<file path="src/rtl/barrett_share_arbiter.sv">
// Round-robin arbiter that time-shares one Barrett reducer among NUM_REQ requesters.
// Results come back tagged with the owner ID; a watchdog latches a sticky fault.
//
// state | meaning
// ------+-----------------------------------------------------------
// IDLE  | sample req, issue the round-robin winner to the reducer
// WAIT  | operation in flight, waiting for br_done or the watchdog
// FAULT | reducer timed out; absorbing until reset_n
module barrett_share_arbiter #(
    parameter int NUM_REQ = 3,
    parameter int I_W     = 16,
    parameter int O_W     = 12,
    parameter int ID_W    = 2,
    parameter int TIMEOUT = 64
) (
    input  logic                   clk,
    input  logic                   reset_n,
    input  logic [NUM_REQ-1:0]     req,
    input  logic [NUM_REQ*I_W-1:0] req_coeff,
    output logic [NUM_REQ-1:0]     gnt,
    output logic                   rsp_valid,
    output logic [ID_W-1:0]        rsp_id,
    output logic [O_W-1:0]         rsp_coeff,
    output logic                   br_enable,
    output logic [I_W-1:0]         br_coeff,
    input  logic                   br_done,
    input  logic [O_W-1:0]         br_result,
    output logic                   busy,
    output logic                   fault,
    output logic [15:0]            ops_cnt
);

    localparam int WD_W = $clog2(TIMEOUT);
    localparam int CW   = ID_W + 1;

    typedef enum logic [1:0] {
        ST_IDLE  = 2'd0,
        ST_WAIT  = 2'd1,
        ST_FAULT = 2'd2
    } state_t;

    state_t          state;
    logic [ID_W-1:0] ptr;
    logic [ID_W-1:0] owner;
    logic [WD_W-1:0] wdog;

    logic            found;
    logic [ID_W-1:0] winner;
    logic [CW-1:0]   cand;
    logic [ID_W-1:0] ptr_next;

    // Scan from ptr upward, wrapping modulo NUM_REQ; one spare bit holds the unwrapped sum.
    always_comb begin
        found  = 1'b0;
        winner = '0;
        cand   = '0;
        for (int i = 0; i < NUM_REQ; i++) begin
            cand = {1'b0, ptr} + CW'(i);
            if (cand >= CW'(NUM_REQ))
                cand = cand - CW'(NUM_REQ);
            if (!found && req[cand[ID_W-1:0]]) begin
                found  = 1'b1;
                winner = cand[ID_W-1:0];
            end
        end
    end

    assign ptr_next = (winner == ID_W'(NUM_REQ - 1)) ? '0 : winner + 1'b1;

    always_ff @(posedge clk or negedge reset_n) begin
        if (!reset_n) begin
            state     <= ST_IDLE;
            ptr       <= '0;
            owner     <= '0;
            wdog      <= '0;
            gnt       <= '0;
            rsp_valid <= 1'b0;
            rsp_id    <= '0;
            rsp_coeff <= '0;
            br_enable <= 1'b0;
            br_coeff  <= '0;
            busy      <= 1'b0;
            fault     <= 1'b0;
            ops_cnt   <= '0;
        end else begin
            gnt       <= '0;
            br_enable <= 1'b0;
            rsp_valid <= 1'b0;
            case (state)
                ST_IDLE: begin
                    if (found) begin
                        gnt       <= NUM_REQ'(1) << winner;
                        br_enable <= 1'b1;
                        br_coeff  <= req_coeff[winner*I_W +: I_W];
                        owner     <= winner;
                        ptr       <= ptr_next;
                        wdog      <= '0;
                        busy      <= 1'b1;
                        state     <= ST_WAIT;
                    end
                end
                ST_WAIT: begin
                    // A done on the last watchdog cycle still counts as a normal completion.
                    if (br_done) begin
                        rsp_valid <= 1'b1;
                        rsp_id    <= owner;
                        rsp_coeff <= br_result;
                        ops_cnt   <= ops_cnt + 16'd1;
                        busy      <= 1'b0;
                        state     <= ST_IDLE;
                    end else if (wdog == WD_W'(TIMEOUT - 1)) begin
                        fault <= 1'b1;
                        busy  <= 1'b0;
                        state <= ST_FAULT;
                    end else begin
                        wdog <= wdog + 1'b1;
                    end
                end
                ST_FAULT: begin
                    state <= ST_FAULT;
                end
                default: begin
                    state <= ST_IDLE;
                end
            endcase
        end
    end

endmodule

</file>
<file path="config.mk">
export PLATFORM = sky130hd
export DESIGN_NAME = barrett_share_arbiter
export DESIGN_NICKNAME = d
export VERILOG_FILES = /design/src/rtl/barrett_share_arbiter.sv
export SDC_FILE = /design/constraint.sdc
export NUM_CORES = 1
export LEC_CHECK = 0
export ABC_AREA = 1
export ABC_CLOCK_PERIOD_IN_PS = 3100
export CORE_UTILIZATION = 49
export DETAILED_ROUTE_END_ITERATION = 12
export MAX_ROUTING_LAYER = met4
export PLACE_DENSITY = 0.86
export REMOVE_ABC_BUFFERS = 1
export SETUP_SLACK_MARGIN = 0.05
export SLEW_MARGIN = 40
export SYNTH_ARGS = -nofsm -noshare
export SYNTH_HDL_FRONTEND = slang
export SYNTH_SLANG_ARGS = --single-unit
</file>
<file path="constraint.sdc">
create_clock -name clk -period 3.1 [get_ports clk]
set_clock_uncertainty 0.1 [all_clocks]
set_input_delay 0.465 -clock clk [delete_from_list [all_inputs] [get_ports clk]]
set_output_delay 0.465 -clock clk [all_outputs]
set_load 0.01 [all_outputs]
</file>
==> metrics <==
fmax roughly 400 MHz; switching pwr 0.431 mW; Final Cycle Share between 80% and 90%; Unique masters post-synth 34; synthesis warning total 0; dpl cells 600; Die H between 80 and 90 um; GR Util All Layers 25.3%; Worst-Skew Late Latency between 300 and 400 ps; Max Fanout on Critical Path 32; Relative slew margins between 60% and 70%; share of power burned in registers approximately 44%; Comb pwr share around 8.8%; routability cong. between 0.8 and 0.9; Total Neg Setup Slack 0 ps; Antenna Cells 0; crit-path most repeated cell inv_2; Cells after Synth ~400; # rows 30; Worst Path Class, Setup register to register; grt total ovfl 0; slowest stage cell on the critical path inv_2; Crit path required time between 3000 and 4000 ps; Design Area, Final 0.00490 mm^2; commonest cells after routing, fill and taps aside nand2_1 (125), clkdlybuf4s50_1 (117), dfrtp_1 (65), nor2_1 (51), nand3_1 (38); Compound-Gate Fraction of Synth Area 6.29%; Pwr Density between 300 and 400 mW/mm^2; vias in the first global route between 3000 and 4000; XOR/XNOR share of the synthesized area 4.61%; CTS root buffer clkbuf_8; die area approximately 0.0073 mm^2; maxcap violations 0; Filler Cell Count just under 500; drc violations 1; initial antenna violation count 0; Vias just over 3000; DP Area ~0.0046 mm^2; Post-DP HPWL slightly above 6000 um; largest family of logic cells by synthesized area simple AND/OR/NAND/NOR gates; setup bufs post-CTS 0; crit path time final 2510 ps; post-synthesis cell area 0.00342 mm^2; Slew Limit Fails 0; CTS Buf Count 9; clk buf depth 2; Internal Power approximately 1.5 mW; initial DRC count between 100 and 150; nets a little over 600; Synth top area share a little under half; outcome finished, violations left; IO buf count 118; fraction of layout cells with a size suffix above 1 between 10% and 20%; Max VDD drop between 0.0002 and 0.00025 V; largest cells by area after synthesis dfrtp_1 (48%), nand2_1 (14%), nor2_1 (5.6%); clock power share ~47%; CTS tree done; largest net degree at the start of global routing 33; crit-path max cell delay 430 ps; post-CTS resize count 0; CORE AREA around 0.0068 mm^2; CP arrival 2640 ps; clock-pin slew of the registers on the worst-case setup and hold paths roughly 80 ps; Critical Path End Type register; Avg Inst Size Synth roughly 8.4 um^2; P&R area growth vs syn 43.3%; post-synthesis mux area share 0%; failing checks DRC; H-tree depth 3; Vias per Instance between 5 and 6; Routed WL per cell approximately 14 um; Num Clock Sinks 65; final-report hold violation count 0; 1st-pass router iterations 9; RSZ-0062 raised after global routing no; Hold Crit Class register to register; Pleak between 2 and 2.5 nW; Setup crit start kind register; Detail Route Antenna Nets 0; first-pass GRT wire length 13900 um; # IOs between 100 and 150; Final Setup Violations 0; Synth area leader dfrtp_1; chip width approximately 86 um; drt total wl between 8000 and 9000 um; post-synthesis sequential area ratio 47.5%; worst slew pin tran between 500 and 600 ps; Simple-Gate Fraction of Synth Area about a third; crit-path cells inv_1 -> ha_1 -> inv_2 -> nand3_1 -> nand2_2 -> inv_2 -> nand3_1 -> nand2_2 -> inv_2 -> nand2_1 -> nor2_1 -> nor2_1; Starting Density 50.6%; final non-filler cell total 617; Finished Core Util 72.6%; most common cell after layout, fill and taps aside nand2_1; Synth Area in Adders roughly 2.2%; sw frac between 20 and 25%; Yosys reg bits 65
[metrics by stage]
stage	power (mW)	hold WS [ps]	setup slack [ps]
after floorplan	0.919	69.4	872
after global placement	1.03	330	535
after detailed placement	1.03	343	460
after CTS	1.92	374	579
after global routing	1.98	394	368
final	1.91	367	595
[power by group through the flow]
stage | Combinational, mW | Sequential, mW | Clock, mW
floorplan | 0.0547 | 0.864 | 0
global placement | 0.166 | 0.864 | 0
detailed placement | 0.169 | 0.864 | 0
CTS | 0.171 | 0.847 | 0.902
global route | 0.185 | 0.847 | 0.950
finish | 0.169 | 0.847 | 0.898
[logic make-up (layout without fill, tap and decap cells)]
family                     Yosys count  count (layout)
AOI/OAI and AO/OA                   31              31
xor gates and xnor gates            18              18
adders and majority gates            6               6
buffers and inverters               43             171
DFF                                 65              65
and+or+nand+nor                    246             246
[layer usage]
layer	GRT usage [%]	wire length, um	up-vias
li1	-	-	1537
met1	29.7	3500	1437
met4	9.09	184	0
met2	43.3	4320	112
met5	-	0	-
met3	5.20	453	15
[worst paths after layout]
path / start / depth (start not counted) / endpoint / slack (ps)
setup reg to reg: ptr[0] / 12 / br_coeff[9] / 590
min in group asynchronous: reset_n / 2 / wdog[2] / 510
max in group asynchronous: reset_n / 3 / gnt[1] / 1690
setup / recovery: ptr[0] / 12 / br_coeff[9] / 590
hold reg to reg: fault / 2 / fault / 370
hold / removal: fault / 2 / fault / 370
[worst max-delay path, delay by kind of cell, from the launching register on]
kind / cells / cell delay (ps)
fa+ha+maj: 1 / 360
buf+inv: 4 / 750
flops: 1 / 380
simple gates: 7 / 810
[state kept, by name, summed over array words and instances, names as in the netlist]
name,cells
ptr,2
busy,1
rsp_id,2
br_coeff,16
state,2
owner,2
rsp_valid,1
ops_cnt,16
fault,1
rsp_coeff,12
gnt,3
br_enable,1
wdog,6
[Yosys cell counts (all sizes together)]
library cell and instances:
nand2 137, dfrtp 65, nor2 56, nand3 42, inv 32, a21oi 17, xor2 14, o21ai 12
buf 8, nor3 7, ha 6, xnor2 4, clkbuf 3, nand4 3, a31oi 1, nand3b 1
o21bai 1
[final cells by class]
class	count	area, um^2	area share, %
multi-input cells	301	1590	32.4
clock buffers	9	124	2.53
clock inverters	7	125	2.55
repair buffers	123	1220	24.8
inverters	32	123	2.50
well taps	80	100	2.04
flip-flops and latches	65	1630	33.2
[what timing repair did]
action / in CTS / in global routing
endpoints found under the setup margin: 0 / 0
endpoints found under the hold margin: 19 / 0
hold buffers: 1 / 0
No activity file was read; power rests on OpenSTA's default activity.
